### src/rtl/exprom_loader_pkg.sv
// Shared definitions for the expansion-ROM image loader: ROM geometry,
// option-ROM signature bytes, block size and FSM state encoding.
package exprom_loader_pkg;

  localparam int ROM_AW_DEF = 9;            // 512 words = 2048 bytes
  localparam logic [7:0] SIG0 = 8'h55;      // option-ROM signature, byte 0
  localparam logic [7:0] SIG1 = 8'hAA;      // option-ROM signature, byte 1
  localparam int BLK_BYTES = 512;           // image length unit
  localparam int BLK_SHIFT = 9;             // log2(BLK_BYTES)

  typedef enum logic [1:0] {
    S_IDLE,
    S_HDR,
    S_BODY,
    S_FIN
  } state_t;

endpackage

### src/rtl/exprom_pack.sv
// Byte-to-word packer and ROM write-port generator. Bytes fill lanes 0..3
// of a 32-bit word; once a word is complete it is written on the following
// cycle and the word address then advances (wrapping at 2^ROM_AW).
module exprom_pack
  import exprom_loader_pkg::*;
#(
  parameter int ROM_AW = ROM_AW_DEF
) (
  input  logic              clk,
  input  logic              rst_n,
  input  logic              i_clr,
  input  logic [7:0]        i_byte,
  input  logic              i_valid,
  input  logic              i_last,
  output logic [31:0]       o_dinp,
  output logic              o_wren,
  output logic [ROM_AW-1:0] o_address
);

  logic [1:0]        r_lane;
  logic [31:0]       r_dinp;
  logic              r_wren;
  logic [ROM_AW-1:0] r_addr;

  // Lane fill, one-cycle write strobe, post-write address increment
  always_ff @(posedge clk) begin
    if (!rst_n) begin
      r_lane <= 2'd0;
      r_dinp <= 32'd0;
      r_wren <= 1'b0;
      r_addr <= '0;
    end else begin
      r_wren <= 1'b0;
      if (r_wren) r_addr <= r_addr + 1'b1;
      if (i_clr) begin
        r_lane <= 2'd0;
        r_dinp <= 32'd0;
        r_addr <= '0;
      end else if (i_valid) begin
        // The lane being overwritten here belongs to the next word, so a
        // strobe issued this cycle still sees the completed word.
        r_dinp[{r_lane, 3'b000} +: 8] <= i_byte;
        r_lane <= i_last ? 2'd0 : r_lane + 1'b1;
        if ((r_lane == 2'd3) || i_last) r_wren <= 1'b1;
      end
    end
  end

  assign o_dinp    = r_dinp;
  assign o_wren    = r_wren;
  assign o_address = r_addr;

endmodule

### src/rtl/exprom_loader.sv
// Expansion-ROM image loader: accepts an option-ROM image as a byte stream,
// checks signature / length / checksum, and writes packed words to the ROM.
// Optional build macro EXPROM_CSUM_FIX_EN: the last image byte is replaced
// on the fly so that the 8-bit image sum becomes zero.
module exprom_loader
  import exprom_loader_pkg::*;
#(
  parameter int ROM_AW = ROM_AW_DEF
) (
  input  logic              clk,
  input  logic              rst_n,
  input  logic              start,
  input  logic [7:0]        s_data,
  input  logic              s_valid,
  output logic              s_ready,
  output logic [31:0]       rom_dinp,
  output logic              rom_wren,
  output logic [ROM_AW-1:0] rom_address,
  output logic              rom_enable,
  output logic              busy,
  output logic              done,
  output logic              sig_err,
  output logic              len_err,
  output logic              csum_err,
  output logic              img_ok
);

  localparam int MAX_BLK = 2 ** (ROM_AW - 7);
  localparam int CW      = ROM_AW + 3;      // byte counter reaches 4*2^ROM_AW

  state_t        r_state, w_state_nxt;
  logic [CW-1:0] r_cnt, r_len;
  logic [7:0]    r_sum;
  logic          r_sig_err, r_len_err, r_csum_err, r_img_ok;

  logic          w_rdy, w_acc, w_clr, w_last, w_len_bad;
  logic [7:0]    w_byte, w_sum_nxt;

  assign w_rdy     = (r_state == S_HDR) || (r_state == S_BODY);
  assign w_acc     = s_valid & w_rdy;
  assign w_clr     = (r_state == S_IDLE) & start;
  assign w_last    = (r_state == S_BODY) && (r_cnt == r_len - 1'b1);
  assign w_len_bad = (s_data == 8'd0) || ({24'd0, s_data} > 32'(MAX_BLK));

`ifdef EXPROM_CSUM_FIX_EN
  assign w_byte = w_last ? (8'h00 - r_sum) : s_data;
`else
  assign w_byte = s_data;
`endif
  assign w_sum_nxt = r_sum + w_byte;

  // State register
  always_ff @(posedge clk) begin
    if (!rst_n) r_state <= S_IDLE;
    else        r_state <= w_state_nxt;
  end

  // Next state: signature is judged once both bytes are in, length at byte 2
  always_comb begin
    w_state_nxt = r_state;
    case (r_state)
      S_IDLE: if (start) w_state_nxt = S_HDR;
      S_HDR: begin
        if (w_acc) begin
          if ((r_cnt == CW'(1)) && (r_sig_err || (s_data != SIG1)))
            w_state_nxt = S_FIN;
          else if (r_cnt == CW'(2))
            w_state_nxt = w_len_bad ? S_FIN : S_BODY;
        end
      end
      S_BODY: if (w_acc && w_last) w_state_nxt = S_FIN;
      S_FIN:  w_state_nxt = S_IDLE;
      default: w_state_nxt = S_IDLE;
    endcase
  end

  // Byte counter, running checksum, image length and status flags
  always_ff @(posedge clk) begin
    if (!rst_n) begin
      r_cnt      <= '0;
      r_len      <= '0;
      r_sum      <= 8'd0;
      r_sig_err  <= 1'b0;
      r_len_err  <= 1'b0;
      r_csum_err <= 1'b0;
      r_img_ok   <= 1'b0;
    end else if (w_clr) begin
      r_cnt      <= '0;
      r_len      <= '0;
      r_sum      <= 8'd0;
      r_sig_err  <= 1'b0;
      r_len_err  <= 1'b0;
      r_csum_err <= 1'b0;
      r_img_ok   <= 1'b0;
    end else if (w_acc) begin
      r_cnt <= r_cnt + 1'b1;
      r_sum <= w_sum_nxt;
      if (r_state == S_HDR) begin
        if ((r_cnt == CW'(0)) && (s_data != SIG0)) r_sig_err <= 1'b1;
        if ((r_cnt == CW'(1)) && (s_data != SIG1)) r_sig_err <= 1'b1;
        if (r_cnt == CW'(2)) begin
          if (w_len_bad) r_len_err <= 1'b1;
          else           r_len     <= CW'(s_data) << BLK_SHIFT;
        end
      end
      // Flags settle on entry to FIN so they are valid alongside done
      if (w_last) begin
        r_csum_err <= (w_sum_nxt != 8'd0);
        r_img_ok   <= (w_sum_nxt == 8'd0);
      end
    end
  end

  exprom_pack #(.ROM_AW(ROM_AW)) u_pack (
    .clk       (clk),
    .rst_n     (rst_n),
    .i_clr     (w_clr),
    .i_byte    (w_byte),
    .i_valid   (w_acc),
    .i_last    (w_acc & w_last),
    .o_dinp    (rom_dinp),
    .o_wren    (rom_wren),
    .o_address (rom_address)
  );

  assign rom_enable = rom_wren;
  assign s_ready    = w_rdy;
  assign busy       = w_rdy;
  assign done       = (r_state == S_FIN);
  assign sig_err    = r_sig_err;
  assign len_err    = r_len_err;
  assign csum_err   = r_csum_err;
  assign img_ok     = r_img_ok;

endmodule
### config.mk
export PLATFORM = sky130hd
export DESIGN_NAME = exprom_loader
export DESIGN_NICKNAME = d
export VERILOG_FILES = /design/src/rtl/exprom_loader_pkg.sv /design/src/rtl/exprom_pack.sv /design/src/rtl/exprom_loader.sv
export SDC_FILE = /design/constraint.sdc
export NUM_CORES = 1
export LEC_CHECK = 0
export CORE_ASPECT_RATIO = 0.9
export CORE_MARGIN = 2
export CORE_UTILIZATION = 60
export CTS_BUF_LIST = sky130_fd_sc_hd__clkbuf_4 sky130_fd_sc_hd__clkbuf_8 sky130_fd_sc_hd__clkbuf_16
export DETAILED_ROUTE_END_ITERATION = 7
export DONT_BUFFER_PORTS = 1
export GPL_ROUTABILITY_DRIVEN = 0
export PLACE_DENSITY = 0.76
export SLEW_MARGIN = 20
export SYNTH_ARGS = -nofsm -noshare
export SYNTH_HDL_FRONTEND = slang
export SYNTH_SLANG_ARGS = --single-unit
### constraint.sdc
create_clock -name clk -period 3.2 [get_ports clk]
set_clock_uncertainty 0.05 [all_clocks]
set_input_delay 0.8 -clock clk [delete_from_list [all_inputs] [get_ports clk]]
set_output_delay 0.8 -clock clk [all_outputs]
set_load 0.005 [all_outputs]
==> impl_metrics.json, run 1 <==
{
  "grt_start_max_net_pins": 29,
  "root_buffer_cell": "clkbuf_8",
  "regToRegSetupSlack_ps": 340,
  "avgRoutedWirePerCell_um": 16.7,
  "synth_seq_cells": 73,
  "timing.final.crit_share_pct": 89.4,
  "drt-initial-drc-count": 135,
  "worst_ir_drop_on_vdd_uv": 474,
  "max_freq_mhz": 350,
  "number_of_maximum_capacitance_violations": 0,
  "vias_in_the_first_global_route": 2766,
  "aggregate_global_routing_overflow": 0,
  "placeableCoreArea_um2": 5690,
  "fp.dieArea_um2": 6520,
  "syn_to_final_growth_pct": 9.07,
  "global_route.usage.met1_pct": 32.4,
  "ys.flop_type": "dfxtp_1",
  "placement.io_buffers": 0,
  "synth.area.top_cells": "dfxtp_1 (41%), ha_1 (8.5%), nor2_1 (7.1%)",
  "yosysTopAreaCell": "dfxtp_1",
  "pin_count": 62,
  "register_clock_pin_slew_on_the_reported_worst_setup_and_hold_paths_ps": 80,
  "rsz_0062_raised_after_global_routing": "false",
  "ant_nets": 0,
  "arrival_ps": 3030,
  "die_width_um": 84.9,
  "grt_util_met3_pct": 9.04,
  "utilization_pct": 67.6,
  "yosysMostFrequentCell": "dfxtp_1",
  "whs_path_cells": 2,
  "hold_slack_ps": 413,
  "finalWirelength_um": 7930,
  "floorplan.initialDensity_pct": 62.0,
  "postCtsHoldBufs": 0,
  "clock_path_buffers": 2,
  "worst_slew_pin_slew_ps": 737,
  "cts_sinks": 73,
  "finalHoldViolations": 0,
  "leakagePower_nw": 1.47,
  "routed-via-count": 2868,
  "maxSlewHeadroom_pct": 50.7,
  "worstRegToRegCells": 7,
  "finalNetCount": 438,
  "detail_route.first_pass.iterations": 5,
  "ys_seq_area_share_pct": 41.4,
  "antenna_cells_inserted": 0,
  "yosys-top-cells-count": "dfxtp_1 (73), nor2_1 (67), nand2_1 (36)",
  "final-setup-viol-count": 0,
  "crit_fanout": 9,
  "final_layout_size_suffix_gt1_share_pct": 6.90,
  "fp.dieH_um": 76.8,
  "hold_path_class": "reg2reg",
  "r2r_end": "csum_err$_SDFFE_PP0P_",
  "tritoncts": "built",
  "cts.repair_timing.setup_buffer_count": 0,
  "number_of_standard_cells_after_synthesis": 403,
  "std_cell_rows": 26,
  "worst-endpoint-required_ps": 3370,
  "crit_path_start_kind": "flop",
  "grt_util_met2_pct": 40.6,
  "outcome": "completed",
  "first_pass_grt_wire_length_um": 13500,
  "ys.warnings.count": 0,
  "postSynth.asyncResetShare_pct": 0,
  "cts_repair_resize_count": 0,
  "syn_area_um2": 3530,
  "clkLatencyLatePin_ps": 350,
  "grt_usage_pct": 25.4,
  "pins_over_slew_limit": 0,
  "drt_drc_violations_left": 0,
  "gr_busiest_metal": "met2",
  "reg2reg_from": "r_state[0]$_SDFFE_PN0P_",
  "cts_max_level": 3,
  "endpoint_kind": "flop",
  "drt-vias-per-instance": 6.03,
  "synth-edff-count": 0,
  "finalSetupTns_ps": 0,
  "yosys.area.top_type_share_pct": 41.4,
  "min_delay_worst_endpoint": "r_sum[0]$_SDFFE_PP0P_",
  "grt_antenna_before_repair": 0,
  "period_minus_slack_ps": 2860,
  "cts_made_buffers": 9,
  "power_density_nw_per_um2": 668,
  "mean_instance_size_in_the_synthesized_netlist_um2": 8.76,
  "synth_cell_type_count": 53,
  "hp-start": "r_sum[0]$_SDFFE_PP0P_",
  "crit_type": "reg2reg",
  "dpl.hpwl_um": 5600,
  "synth_nets": 440
}
## per-layer routing
metal	wire, um	vias to the layer above
met4	38	0
met1	3490	1334
met3	717	8
met5	0	-
li1	-	1416
met2	3690	110
## cells by family (layout without fill, tap and decap cells)
family	count (synthesis)	count (layout)	share of synthesized area [%]
compound gates	77	77	15.2
xor+xnor	23	23	6.10
buf+inv	35	38	3.97
mux	6	6	1.70
simple gates	164	164	22.6
flops	73	73	41.4
fa+ha+maj	25	25	9.07
## stage by stage
step	worst slack [ps]	std cells	power, mW	cell area (um^2)
5_1_grt	96.4	476	2.71	3850
4_1_cts	359	476	2.58	3850
2_1_floorplan	722	403	1.50	3530
3_3_place_gp	608	460	1.60	3580
6_report	340	476	2.57	3850
3_5_place_dp	365	460	1.62	3580
## power breakdown
group	leakage (nW)	internal (mW)	switching, mW	total, mW
clock network	0.135	0.611	0.352	0.963
registers	0.589	0.959	0.0506	1.01
logic	0.748	0.217	0.382	0.599
total	1.47	1.79	0.784	2.57
## critical path, cell delays in order, from the launching register on
cell and delay, ps:
dfxtp_1 420, inv_1 130, ha_1 430, nand2_1 260
nor3_1 600, nand3_1 270, nor4_1 480, a21oi_1 110
## cell type report
class / count / area (um^2)
clock buffer: 10 / 131
fill: 453 / 1840
tap: 70 / 87.6
sequential: 73 / 1460
inverter: 17 / 63.8
multi-input combinational: 295 / 1930
clock inverter: 6 / 138
timing repair buffer: 5 / 37.5
## worst max-delay path by stage
stage,start,to,slack (ps),cells past startpoint
after floorplan,s_data[1],csum_err$_SDFFE_PP0P_,720,8
after CTS,r_state[0]$_SDFFE_PN0P_,csum_err$_SDFFE_PP0P_,360,7
after global routing,r_state[0]$_SDFFE_PN0P_,csum_err$_SDFFE_PP0P_,100,7
after global placement,r_state[0]$_SDFFE_PN0P_,r_len[10]$_SDFFE_PP0P_,610,7
after detailed placement,r_state[0]$_SDFFE_PN0P_,csum_err$_SDFFE_PP0P_,370,7
final,r_state[0]$_SDFFE_PN0P_,csum_err$_SDFFE_PP0P_,340,7
## cell usage in the layout, fill, tap and decap left out, types with 9 or more instances in the layout
cell type,synthesis,layout
a21oi_1,16,16
a22oi_1,32,32
inv_1,17,17
nand2_1,36,35
clkbuf_8,0,9
ha_1,24,24
nor2_1,67,67
xor2_1,14,14
dfxtp_1,73,73
nand3_1,11,11
## state kept, by name (all words and copies together) (netlist names), 2 cells and up
register          count
r_cnt                12
r_state               2
u_pack.r_lane         2
r_sum                 8
u_pack.o_address      9
u_pack.o_dinp        32
r_len                 3
Power figures use the tool's default switching activity.
==> inputs of run 2 (changes only) <==
- CTS_BUF_LIST: sky130_fd_sc_hd__clkbuf_4 sky130_fd_sc_hd__clkbuf_8 sky130_fd_sc_hd__clkbuf_16 -> unset
- CTS_CLUSTER_SIZE: unset -> 20
==> impl_metrics.json, run 2 (synthesis results as in run 1) <==
{
  "fp.dieH_um": 76.8,
  "first_pass_grt_wire_length_um": 13500,
  "postLayoutCellArea_um2": 3850,
  "whs_path_cells": 2,
  "floorplan.initialDensity_pct": 62.0,
  "endpoint_kind": "flop",
  "num-fill-cells": 453,
  "drt-initial-drc-count": 151,
  "cts_sinks": 73,
  "leakagePower_nw": 1.47,
  "cellInternalPower_mw": 1.78,
  "power_density_nw_per_um2": 666,
  "largest_register_ff_count": 32,
  "number_of_maximum_capacitance_violations": 0,
  "worst_setup_margin_ps": 339,
  "routed-via-count": 2867,
  "max_freq_mhz": 350,
  "seq_power_share_pct": 39.4,
  "aggregate_global_routing_overflow": 0,
  "vias_in_the_first_global_route": 2763,
  "finalWirelength_um": 7940,
  "root_buffer_cell": "clkbuf_8",
  "clock_path_buffers": 2,
  "placeableCoreArea_um2": 5690,
  "pin_count": 62,
  "antenna_cells_inserted": 0,
  "finalSetupTns_ps": 0,
  "hp-start": "r_sum[0]$_SDFFE_PP0P_",
  "power.share.switching_pct": 30.5,
  "multi_input_combinational_cell_area_um2": 1930,
  "dpl_worst_slack_ps": 365,
  "p_sw_mw": 0.782,
  "final_layout_size_suffix_gt1_share_pct": 6.65,
  "std_cell_rows": 26,
  "period_minus_slack_ps": 2860,
  "fp.dieArea_um2": 6520,
  "crit_fanout": 9,
  "cts.repair_timing.setup_buffer_count": 0,
  "dpl.hpwl_um": 5600,
  "finalHoldViolations": 0,
  "min_delay_worst_endpoint": "r_sum[0]$_SDFFE_PP0P_",
  "crit_path_start_kind": "flop",
  "grt_usage_pct": 25.3,
  "finalNetCount": 438,
  "pins_over_slew_limit": 0,
  "rsz_0062_raised_after_global_routing": "false",
  "comb_power_share_pct": 23.4,
  "storage_cell_area_um2": 1460,
  "layout.cells.most_common": "dfxtp_1",
  "mostFrequentLayoutCells": "dfxtp_1 (73), nor2_1 (67), nand2_1 (35), a22oi_1 (32), ha_1 (24)",
  "worst_slew_pin_slew_ps": 724,
  "avgRoutedWirePerCell_um": 16.7,
  "tritoncts": "built",
  "timing.final.crit_share_pct": 89.4,
  "ant_nets": 0,
  "cts_repair_resize_count": 0,
  "place.detailed.instances": 460,
  "crit_type": "reg2reg",
  "worst_ir_drop_on_vdd_uv": 475,
  "maxSlewHeadroom_pct": 51.6,
  "postCtsHoldBufs": 0,
  "register_clock_pin_slew_on_the_reported_worst_setup_and_hold_paths_ps": 80,
  "hold_slack_ps": 412,
  "r2r_end": "csum_err$_SDFFE_PP0P_",
  "hold_path_class": "reg2reg",
  "regToRegSetupSlack_ps": 340,
  "detail_route.first_pass.iterations": 5,
  "postPlaceCellArea_um2": 3580,
  "grt_start_max_net_pins": 29,
  "stdcell_count": 476,
  "syn_to_final_growth_pct": 8.97,
  "worst-endpoint-required_ps": 3370,
  "cts_made_buffers": 9,
  "drt_drc_violations_left": 0,
  "worstRegToRegCells": 7,
  "die_width_um": 84.9,
  "power.share.clock_pct": 37.2,
  "clkLatencyLatePin_ps": 350,
  "arrival_ps": 3030,
  "drt-vias-per-instance": 6.02,
  "totalPowerFinal_mw": 2.56,
  "grt_antenna_before_repair": 0,
  "outcome": "completed",
  "placement.io_buffers": 0,
  "utilization_pct": 67.6,
  "final-setup-viol-count": 0,
  "cts_max_level": 3,
  "reg2reg_from": "r_state[0]$_SDFFE_PN0P_"
}
run 2: cell counts in the layout (fill, tap and decap cells not counted):
No cell type changed its count.
run 2: area by class of cell:
cell class	count	area share (%)
Tap cell	70	2.28
Inverter	17	1.66
Clock buffer	10	3.32
Timing Repair Buffer	5	0.976
Multi-Input combinational cell	295	50.2
Sequential cell	73	38.0
Clock inverter	6	3.58
run 2: power by group through the flow:
| stage | clock, mW | combinational (mW) | sequential, mW |
|---|---|---|---|
| 2_1_floorplan | 0 | 0.479 | 1.02 |
| 3_3_place_gp | 0 | 0.571 | 1.03 |
| 3_5_place_dp | 0 | 0.593 | 1.03 |
| 4_1_cts | 0.966 | 0.597 | 1.01 |
| 5_1_grt | 1.00 | 0.676 | 1.02 |
| 6_report | 0.952 | 0.599 | 1.01 |
run 2: routing by layer:
metal / global-route usage [%] / vias up / wire (um)
met4: 7.14 / 0 / 97
met5: 0 / - / 0
met2: 40.6 / 96 / 3600
met1: 32.3 / 1350 / 3530
li1: - / 1412 / -
met3: 9.04 / 9 / 711
run 2: worst max-delay path: stages (launching register included):
cell and delay [ps]:
dfxtp_1 420, inv_1 130, ha_1 430, nand2_1 260, nor3_1 600, nand3_1 280, nor4_1 470, a21oi_1 110
run 2: how the worst max path moves through the flow:
stage	depth (start not counted)	startpoint	endpoint	slack, ps
floorplan	8	s_data[1]	csum_err$_SDFFE_PP0P_	720
global placement	7	r_state[0]$_SDFFE_PN0P_	r_len[10]$_SDFFE_PP0P_	610
detailed placement	7	r_state[0]$_SDFFE_PN0P_	csum_err$_SDFFE_PP0P_	370
CTS	7	r_state[0]$_SDFFE_PN0P_	csum_err$_SDFFE_PP0P_	360
global route	7	r_state[0]$_SDFFE_PN0P_	csum_err$_SDFFE_PP0P_	100
finish	7	r_state[0]$_SDFFE_PN0P_	csum_err$_SDFFE_PP0P_	340
==> inputs of run 3 (changes only) <==
- GPL_TIMING_DRIVEN: unset -> 0
==> impl_metrics.json, run 3 (synthesis results as in run 1) <==
{
  "outcome": "completed",
  "floorplan.initialDensity_pct": 62.0,
  "rsz_0062_raised_after_global_routing": "false",
  "crit_path_start_kind": "flop",
  "aggregate_global_routing_overflow": 0,
  "pin_count": 62,
  "maxSlewHeadroom_pct": 47.7,
  "grt_antenna_before_repair": 0,
  "endpoint_kind": "flop",
  "tritoncts": "built",
  "clock_path_buffers": 2,
  "worst_slew_pin_slew_ps": 782,
  "final_layout_size_suffix_gt1_share_pct": 5.97,
  "vias_in_the_first_global_route": 2864,
  "detailroute.wirelength.met3_um": 679,
  "worst-endpoint-required_ps": 3440,
  "crit_slowest_cell": "nor4b_4",
  "finalHoldViolations": 0,
  "syn_to_final_growth_pct": 9.39,
  "finalNetCount": 451,
  "postLayoutCellArea_um2": 3860,
  "dpl.hpwl_um": 5810,
  "grt_start_max_net_pins": 14,
  "num-fill-cells": 482,
  "met1_length_um": 3610,
  "dpl_worst_slack_ps": 156,
  "place.detailed.instances": 473,
  "power_density_nw_per_um2": 630,
  "max_freq_mhz": 344,
  "routed-wl-met2_um": 3790,
  "fp.dieH_um": 76.8,
  "grt_usage_pct": 26.8,
  "avgRoutedWirePerCell_um": 16.8,
  "clkLatencyLatePin_ps": 350,
  "utilization_pct": 67.8,
  "std_cell_rows": 26,
  "cts_sinks": 73,
  "antenna_cells_inserted": 0,
  "cell_by_cell_trace_of_the_critical_path": "inv_1, ha_1, and2_0, buf_1, nand2_1, nor4b_4, a22oi_1, nor2_1",
  "stdcell_count": 489,
  "number_of_maximum_capacitance_violations": 0,
  "leakagePower_nw": 1.46,
  "totalPowerFinal_mw": 2.43,
  "detail_route.first_pass.iterations": 5,
  "hold_path_class": "reg2reg",
  "placeableCoreArea_um2": 5690,
  "arrival_ps": 3140,
  "period_minus_slack_ps": 2900,
  "crit_fanout": 10,
  "ant_nets": 0,
  "routed-via-count": 2953,
  "crit_type": "reg2reg",
  "timing.critical_path.slowest_cell_delay_ps": 520,
  "layout.cells.most_common": "dfxtp_1",
  "root_buffer_cell": "clkbuf_8",
  "cts_made_buffers": 9,
  "drt_drc_violations_left": 0,
  "postPlaceCellArea_um2": 3620,
  "die_width_um": 84.9,
  "hold_slack_ps": 414,
  "drt-initial-drc-count": 185,
  "cts_max_level": 3,
  "register_clock_pin_slew_on_the_reported_worst_setup_and_hold_paths_ps": 80,
  "fp.dieArea_um2": 6520,
  "timing.final.crit_share_pct": 90.7,
  "cts.repair_timing.setup_buffer_count": 0,
  "pins_over_slew_limit": 0,
  "finalWirelength_um": 8200,
  "placement.io_buffers": 0,
  "worst_setup_margin_ps": 297,
  "final-setup-viol-count": 0,
  "largest_register_ff_count": 32,
  "worst_ir_drop_on_vdd_uv": 482,
  "finalSetupTns_ps": 0,
  "first_pass_grt_wire_length_um": 13700,
  "mostFrequentLayoutCells": "dfxtp_1 (73), nor2_1 (67), nand2_1 (36), a22oi_1 (32), ha_1 (24)",
  "maxUsedRoutingLayer": "met4",
  "drt-vias-per-instance": 6.04
}
-- run 3: worst max-delay path, delay by kind of cell, from the launching register on --
| family | cells | cell delay [ps] |
|---|---|---|
| simple gates | 4 | 1260 |
| buf+inv | 2 | 550 |
| flops | 1 | 420 |
| compound gates | 1 | 140 |
| fa+ha+maj | 1 | 420 |
-- run 3: path summary, 6_finish.rpt --
path | slack [ps] | start | cells after the start | end
setup / recovery | 300 | r_state[0]$_SDFFE_PN0P_ | 8 | u_pack.o_dinp[10]$_SDFFE_PP0P_
hold / removal | 410 | r_sum[0]$_SDFFE_PP0P_ | 2 | r_sum[0]$_SDFFE_PP0P_
setup reg to reg | 300 | r_state[0]$_SDFFE_PN0P_ | 8 | u_pack.o_dinp[10]$_SDFFE_PP0P_
hold reg to reg | 410 | r_sum[0]$_SDFFE_PP0P_ | 2 | r_sum[0]$_SDFFE_PP0P_
-- run 3: where the power goes --
group          switching [mW]  internal (mW)  total, mW
logic                   0.413          0.225      0.638
registers              0.0494          0.959       1.01
clock network           0.346          0.441      0.787
total                   0.808           1.63       2.43
-- run 3: timing repair --
item                                   CTS  global route
setup endpoints to repair                0            16
resized for setup                        0             2
endpoints found under the hold margin    0             0
hold buffers                             0             0
-- run 3: layout make-up --
class	count	area [um^2]	area share (%)
sequential	73	1460	37.8
clock inverter	6	92.6	2.40
clock buffer	10	128	3.30
multi-input combinational	295	1950	50.6
inverter	17	63.8	1.65
buffer	18	76.3	1.98
tap	70	87.6	2.27
-- run 3: per-layer routing --
layer  up-vias  GRT usage (%)
li1       1438              -
met1      1405           33.8
met2        96           42.5
met3        14           10.8
met4         0           7.30
met5         -              0
